===== config.mk =====
export PLATFORM = sky130hd
export DESIGN_NAME = csa_seq_accumulator
export DESIGN_NICKNAME = d
export VERILOG_FILES = /design/src/rtl/csa_seq_accumulator.sv
export SDC_FILE = /design/constraint.sdc
export NUM_CORES = 1
export LEC_CHECK = 0
export ABC_AREA = 1
export CAP_MARGIN = 20
export CORE_ASPECT_RATIO = 1.25
export CORE_MARGIN = 1.5
export CORE_UTILIZATION = 25
export DETAILED_ROUTE_END_ITERATION = 7
export HOLD_SLACK_MARGIN = 0.02
export PLACE_DENSITY_LB_ADDON = 0.15
export SYNTH_ARGS = -nofsm -noshare
export SYNTH_HDL_FRONTEND = slang
export SYNTH_SLANG_ARGS = --single-unit

===== constraint.sdc =====
create_clock -name clk -period 2.36 [get_ports clk]
set_input_delay 0.59 -clock clk [delete_from_list [all_inputs] [get_ports clk]]
set_output_delay 0.59 -clock clk [all_outputs]
set_load 0.02 [all_outputs]

===== src/rtl/csa_seq_accumulator.sv =====
// csa_seq_accumulator: carry-save multi-operand accumulator with chunked carry-propagate resolve
module csa_seq_accumulator #(
  parameter int IN_W  = 11,
  parameter int ACC_W = 16,
  parameter int CHUNK = 4,
  parameter int CNT_W = 8
) (
  input  logic             clk,
  input  logic             rst_n,
  input  logic             clr,
  input  logic             in_valid,
  output logic             in_ready,
  input  logic [IN_W-1:0]  in_data,
  input  logic             in_last,
  output logic             out_valid,
  input  logic             out_ready,
  output logic [ACC_W-1:0] out_data,
  output logic             out_ovf,
  output logic [CNT_W-1:0] out_count
);
  localparam int NCHUNK = (ACC_W + CHUNK - 1) / CHUNK;
  localparam int PW     = NCHUNK * CHUNK;
  localparam int TW     = ACC_W - (NCHUNK - 1) * CHUNK;
  localparam int KW     = NCHUNK > 1 ? $clog2(NCHUNK) : 1;

  typedef enum logic [1:0] {ACCUM, RESOLVE, OUTPUT} state_t;

  state_t           state_q, state_d;
  logic [ACC_W-1:0] s_q, s_d, c_q, c_d;
  logic             sticky_q, sticky_d, cin_q, cin_d;
  logic [CNT_W-1:0] cnt_q, cnt_d;
  logic [KW-1:0]    k_q, k_d;

  logic [ACC_W-1:0] x, sn, m, cn;
  logic [CHUNK-1:0] sc, cc;
  logic [CHUNK:0]   csum;
  logic             last_k, cout;

  always_ff @(posedge clk or negedge rst_n)
    if (!rst_n) begin
      state_q  <= ACCUM;
      s_q      <= '0;
      c_q      <= '0;
      sticky_q <= 1'b0;
      cin_q    <= 1'b0;
      cnt_q    <= '0;
      k_q      <= '0;
    end else begin
      state_q  <= state_d;
      s_q      <= s_d;
      c_q      <= c_d;
      sticky_q <= sticky_d;
      cin_q    <= cin_d;
      cnt_q    <= cnt_d;
      k_q      <= k_d;
    end

  always_comb begin
    last_k  = k_q == KW'(NCHUNK - 1);
    state_d = clr                ? ACCUM :
              state_q == ACCUM   ? (in_valid && in_last ? RESOLVE : ACCUM) :
              state_q == RESOLVE ? (last_k ? OUTPUT : RESOLVE) :
                                   (out_ready ? ACCUM : OUTPUT);
  end

  // One 3:2 compression step; the MSB of the majority vector falls off the top
  always_comb begin
    x  = ACC_W'(in_data);
    sn = s_q ^ c_q ^ x;
    m  = (s_q & c_q) | (s_q & x) | (c_q & x);
    cn = {m[ACC_W-2:0], 1'b0};
  end

  // Chunk k of the carry-propagate add; the top chunk may be narrower than CHUNK
  always_comb begin
    sc   = CHUNK'(PW'(s_q) >> (k_q * CHUNK));
    cc   = CHUNK'(PW'(c_q) >> (k_q * CHUNK));
    csum = {1'b0, sc} + {1'b0, cc} + (CHUNK + 1)'(cin_q);
    cout = last_k ? csum[TW] : csum[CHUNK];
  end

  always_comb begin
    s_d      = s_q;
    c_d      = c_q;
    sticky_d = sticky_q;
    cin_d    = cin_q;
    cnt_d    = cnt_q;
    k_d      = k_q;
    if (clr || (state_q == OUTPUT && out_ready)) begin
      s_d      = '0;
      c_d      = '0;
      sticky_d = 1'b0;
      cin_d    = 1'b0;
      cnt_d    = '0;
      k_d      = '0;
    end else if (state_q == ACCUM && in_valid) begin
      s_d      = sn;
      c_d      = cn;
      sticky_d = sticky_q | m[ACC_W-1];
      cnt_d    = &cnt_q ? cnt_q : cnt_q + CNT_W'(1);
      k_d      = '0;
      cin_d    = 1'b0;
    end else if (state_q == RESOLVE) begin
      s_d      = ACC_W'((PW'(s_q) & ~(PW'({CHUNK{1'b1}}) << (k_q * CHUNK)))
                        | (PW'(csum[CHUNK-1:0]) << (k_q * CHUNK)));
      cin_d    = cout;
      k_d      = k_q + KW'(1);
      sticky_d = sticky_q | (last_k & cout);
    end
  end

  always_comb begin
    in_ready  = state_q == ACCUM;
    out_valid = state_q == OUTPUT;
    out_data  = out_valid ? s_q : '0;
    out_ovf   = out_valid & sticky_q;
    out_count = out_valid ? cnt_q : '0;
  end
endmodule

After elaboration in Yosys (flattened, before gate mapping)
Index checks and enable logic that the tools add are counted.
Widths: inputs -> output; s select.
- flip-flop bits (word level): 46
- latch bits: 0
- memory bits (writable): 0
- bits in read-only memories: 0
- bits of input ports: 17
- output and inout bits: 27
- logic and storage cells: 67
- memories kept: 0
- $add $sub $neg: 4
- multiply operators: 0
- div/mod/pow operators: 0
- order comparisons: 0
- equality and inequality tests: 4
- shifts and indexed selects: 4
- mux-type cells: 25
- bitwise logic cells: 14
- reductions and logical operators: 9
- operator list (cell ; count):
    $mux 16 ; 6
    $or 16x16->16 ; 3
    $and 16x11->16 ; 2
    $and 16x16->16 ; 2
    $mux 8 ; 4
    $shr 16x4->4 ; 2
    $mux 2 ; 8
    $not 16->16 ; 1
    $shl 4x4->16 ; 1
    $shl 4x4->16 const A ; 1
    $xor 16x11->16 ; 1
    $xor 16x16->16 ; 1
    $add 8x1->8 const B ; 1
    $reduce_and 8->1 ; 1
    $mux 1 ; 7
    $add 4x4->5 ; 1
    $add 5x1->5 ; 1
    $eq 2x2->1 const B ; 2
    $logic_and 1x1->1 ; 3
    $reduce_bool 3->1 ; 1
    $add 2x1->2 const B ; 1
    $and 1x1->1 ; 2
    $eq 2x1->1 const B ; 1
    $logic_not 2->1 ; 1
    other kinds (5) ; 6

Longest topological paths before layout
- depth in word-level cells: 8
- depth in mapped cells: 13
- mapped depth without buffers: 12

Worst setup path before layout
No wires, ideal clock.
- path type: register to register
- start: register k_q[1]
- end: register s_q[2]
- library setup time: 0.121 ns
- arrival: 2.338 ns
- required time: 2.239 ns
- setup slack: -0.098 ns
- stages on the path, launching flop included: 14
- buffers on the path: 1
- period minus slack after synthesis: 2.458 ns
- path through: dfrtp_1 inv_1 clkbuf_1 o21ai_0 a21oi_1 a21oi_1 fa_1 fa_1 xnor2_1 nor2_1 nand2_1 nand2_1 nand2_1 o21ai_1
- cells in the longest elaborated chain, start to end: 8
- elaborated cells on any way between the ends: 12
- those cells by class: 2 x add/sub; 4 x shift; 3 x mux; 3 x bitwise
- RTL lines (item ; RTL line ; source):
    start, declared ; 32 ; logic [KW-1:0] k_q, k_d;
    start signal, assigned ; 55 ; k_q <= k_d;
    $shr 16x4->4, on equally long branches ; 76, 77 ;
    $add 4x4->5 ; 78 ; csum = {1'b0, sc} + {1'b0, cc} + (CHUNK + 1)'(cin_q);
    $add 5x1->5 ; 78 ;
    $shl 4x4->16 ; 105 ; | (PW'(csum[CHUNK-1:0]) << (k_q * CHUNK)));
    $or 16x16->16 * ; 105 ;
    $mux 16 * ; 103 ; end else if (state_q == RESOLVE) begin
    $mux 16 * ; 96 ; end else if (state_q == ACCUM && in_valid) begin
    $mux 16 * ; 89 ; if (clr || (state_q == OUTPUT && out_ready)) begin
    end signal, assigned ; 42 ; s_q <= '0;
    end signal, assigned ; 50 ; s_q <= s_d;
    end, declared ; 29 ; logic [ACC_W-1:0] s_q, s_d, c_q, c_d;
Every way passes the cells marked *; elsewhere a longest branch is shown, timed or not. The select of a mux whose other input is x is not followed.
A chain may end at the register's enable or synchronous reset.

Worst setup path in the final report
- start: register k_q[0]
- end: register s_q[13]
Same word-level chain as after synthesis.

==> results by group <==
Routing
  – DRT iter0 DRCs: roughly 170
  – Routed length per instance: 15.0 um
  – Post-DR vias/cell: 4.54
  – DR vias: 2936
  – Antenna Nets Post-Route: 0
  – Remaining DRCs: 0
  – First-pass DRT Iterations: 4
  – Post-Route WL: slightly below 10000 um

Synthesis
  – Syn_area_per_cell: 7.54 um2
  – FF+latch count, synth: 45
  – Syn_nets: 471
  – Primary FF master, synth: dfrtp_1
  – Syn. warnings: 0
  – Post-synth cell types: 35
  – Synth Instances: 428
  – EDFF count, synth: 0
  – Register area share after synthesis: about a third
  – FFs w/ async S/R, synth: 100%
  – Cell area after synthesis: 0.00323 mm2

Place
  – Port buffer count: 43
  – GP Congestion: 0.875
  – DP HPWL: 7110 um

Global routing
  – First-pass GRT wire length: 15900 um
  – Overflow after GRT: 0
  – Initial antenna violation count: 0
  – Vias in the first global route: 3000
  – Largest net degree at the start of global routing: 28
  – Total Routing Usage GR: 15.0%

Critical path
  – Flop-to-flop setup slack: 80 ps
  – Worst setup SP type: register
  – R2r worst-path depth: 9
  – Most frequent CP cell: fa_2
  – Critical Path, Cell by Cell: buf_6, a21oi_4, a21oi_2, fa_2, fa_2, nand3_1, o211ai_1, o21ai_1, o22ai_1
  – CP delay by family, top: adder cells
  – Worst path depth: 9
  – Slowest stage cell, crit path: fa_2
  – Crit end category: register
  – Crit Path Max Fanout: 8
  – Worst Path Class, Setup: register to register
  – Reg-to-reg startpoint: k_q[0]
  – Critical path arrival: 2490 ps
  – CP peak stage delay: between 600 and 700 ps
  – Req. time, crit path: 2570 ps
  – CP Launch Point: k_q[0]
  – CP Buf/Inv Count: 1

STA
  – Worst Tran Pin Value: 510 ps
  – Final Cycle Share: 96.5%
  – Final setup viols: 0
  – Max-slew violation count: 0
  – Unrepaired setup endpoints after global routing: yes
  – Hold Vio Cnt, Final: 0
  – Slew headroom: 66.0%
  – Fmax: between 400 and 500 MHz
  – Clk_skew: 6.52 ps
  – Minimum clock period: roughly 2300 ps

Die
  – Die Area: 0.0136 mm2
  – Die Height: 130 um
  – # rows: 46
  – Core area: 0.0127 mm2
  – Initial Util: 25.5%
  – Die X: 105 um
  – # IOs: 44

Clocking
  – TritonCTS clock tree: done
  – Clock sink count: 45
  – Root buffer cell: clkbuf_16
  – Num CTS Buffers: 5
  – Clock-pin slew on the worst setup and hold paths: 60 ps
  – Clock buffer depth: 2
  – Clock Latency Late Sink: around 300 ps
  – Cts-stage hold buffer count: 0
  – H-tree Lvls: 2

Final layout
  – Nets@finish: 520
  – Filler cells: roughly 1400
  – Share of cells above drive strength 1: 13.2%
  – Synth-to-layout area growth: 28.0%
  – Final Util: 32.6%
  – Inserted Diodes: 0

Hold path
  – Class of the worst hold path: primary input to asynchronous set/reset pin

Power and ir drop
  – Max rail drop VDD: between 0.2 and 0.25 mV
  – Total power: 2300 uW
  – Leakage: between 0.0015 and 0.002 uW
  – Cell area power density: between 500 and 600 mW/mm2

Flow run
  – Max-Cap Viols: 0

Run status
  – Status: complete, no violations
-- cell usage after synthesis (2+ instances only) --
library cell,n,share of area [%]
nand3_1,18,2.8
nand2_4,2,0.70
o211ai_1,4,0.93
clkbuf_1,8,0.93
buf_4,3,0.70
o21ai_4,2,1.0
buf_2,5,0.78
ha_1,14,5.4
inv_2,2,0.23
o21ai_1,17,2.6
nor2_2,3,0.58
fa_1,12,7.4
nand3_2,2,0.62
o21ai_2,5,1.4
a21oi_1,38,5.9
o21ai_0,16,2.5
nand2_1,95,11
dfrtp_1,45,35
inv_1,43,5.0
nor2_1,64,7.4
o22ai_1,6,1.2
xor2_1,3,0.81
nand4_1,6,1.2
buf_6,4,1.4
-- sequential cells by signal, summed over array words and instances, names as in the netlist --
name      count
k_q           2
cnt_q         8
c_q          15
cin_q         1
state_q       2
sticky_q      1
s_q          16
-- power by group --
group	switching [uW]	internal (uW)	leakage, uW
registers	65.1	819	0.000618
clock network	324	529	0.0000831
logic	343	215	0.00125
total	733	1560	0.00195
-- stage by stage --
step / hold slack [ps] / instances / instance area [um2] / setup slack [ps] / setup TNS [ps]
after global placement: 489 / 637 / 3880 / 65.6 / 0
after floorplan: 294 / 428 / 3230 / 10.9 / 0
after CTS: 287 / 645 / 4040 / 9.10 / 0
after global routing: 308 / 646 / 4130 / -32.5 / -73.3
after detailed placement: 491 / 637 / 3880 / -10.9 / -21.2
final: 266 / 646 / 4130 / 82.9 / 0
-- routing by layer --
metal  vias to the layer above  part of all wire [%]  GRT usage, %  routed length [um]
met5                         -                     0             0                   0
met3                        15                   3.4          2.05                 325
li1                       1478                     -             -                   -
met4                         0                   1.8          4.67                 178
met1                      1390                    46          19.0                4440
met2                        53                    49          26.5                4720
-- worst register-to-register path: cells and delay by family, from the launching register on --
family,cells,cell delay (ps)
adders and majority gates,2,1040
AOI/OAI and AO/OA,5,480
DFF,1,430
buffers and inverters,1,160
and+or+nand+nor,1,90
-- kinds of logic (layout without fill, tap and decap cells) --
| kind of cell | count (synthesis) | count (layout) | synth area share, % |
|---|---|---|---|
| buffers and inverters | 68 | 118 | 9.46 |
| adders and majority gates | 26 | 26 | 12.9 |
| AOI/OAI and AO/OA | 93 | 93 | 16.9 |
| and+or+nand+nor | 192 | 192 | 24.8 |
| DFF | 45 | 45 | 34.9 |
| xor gates and xnor gates | 4 | 4 | 1.09 |
-- path summary, 6_finish.rpt --
| path | to |
|---|---|
| worst max-delay path | s_q[13] |
| worst min register to register | cnt_q[4] |
| worst max register to register | s_q[13] |
| max in group asynchronous | s_q[5] |
| min in group clk | cnt_q[4] |
| worst min-delay path | state_q[0] |
-- cells in the final DEF (no fill, tap or decap), types with 2 or more instances in the layout --
master	instances
a21oi_1	34
a21oi_2	3
a21oi_4	2
buf_4	19
clkbuf_16	5
clkdlybuf4s50_1	16
dfrtp_1	45
dlygate4sd2_1	25
fa_1	10
fa_2	2
ha_1	13
inv_1	43
inv_2	2
inv_4	2
nand2_1	94
nand2_2	2
nand3_1	17
nand3_2	3
nand4_1	6
nor2_1	62
nor2_2	5
o211ai_1	4
o21ai_0	15
o21ai_1	17
o21ai_2	6
o21ai_4	2
o22ai_1	5
xor2_1	3
-- area by class of cell --
cell class                      instances  area [um2]  area share, %
Inverter                               47         181           4.39
Multi-Input combinational cell        315        1890           45.7
Timing Repair Buffer                   63         551           13.3
Clock inverter                          2        37.5          0.909
Tap cell                              168         210           5.09
Sequential cell                        45        1130           27.3
Clock buffer                            6         139           3.36
-- repair_timing --
action / 4_1_cts / 5_1_grt
setup endpoints to repair: 30 / 15
gates resized for setup: 27 / 20
pin swaps: 0 / 6
setup buffers: 0 / 1
(Power assumes the default switching activity.)
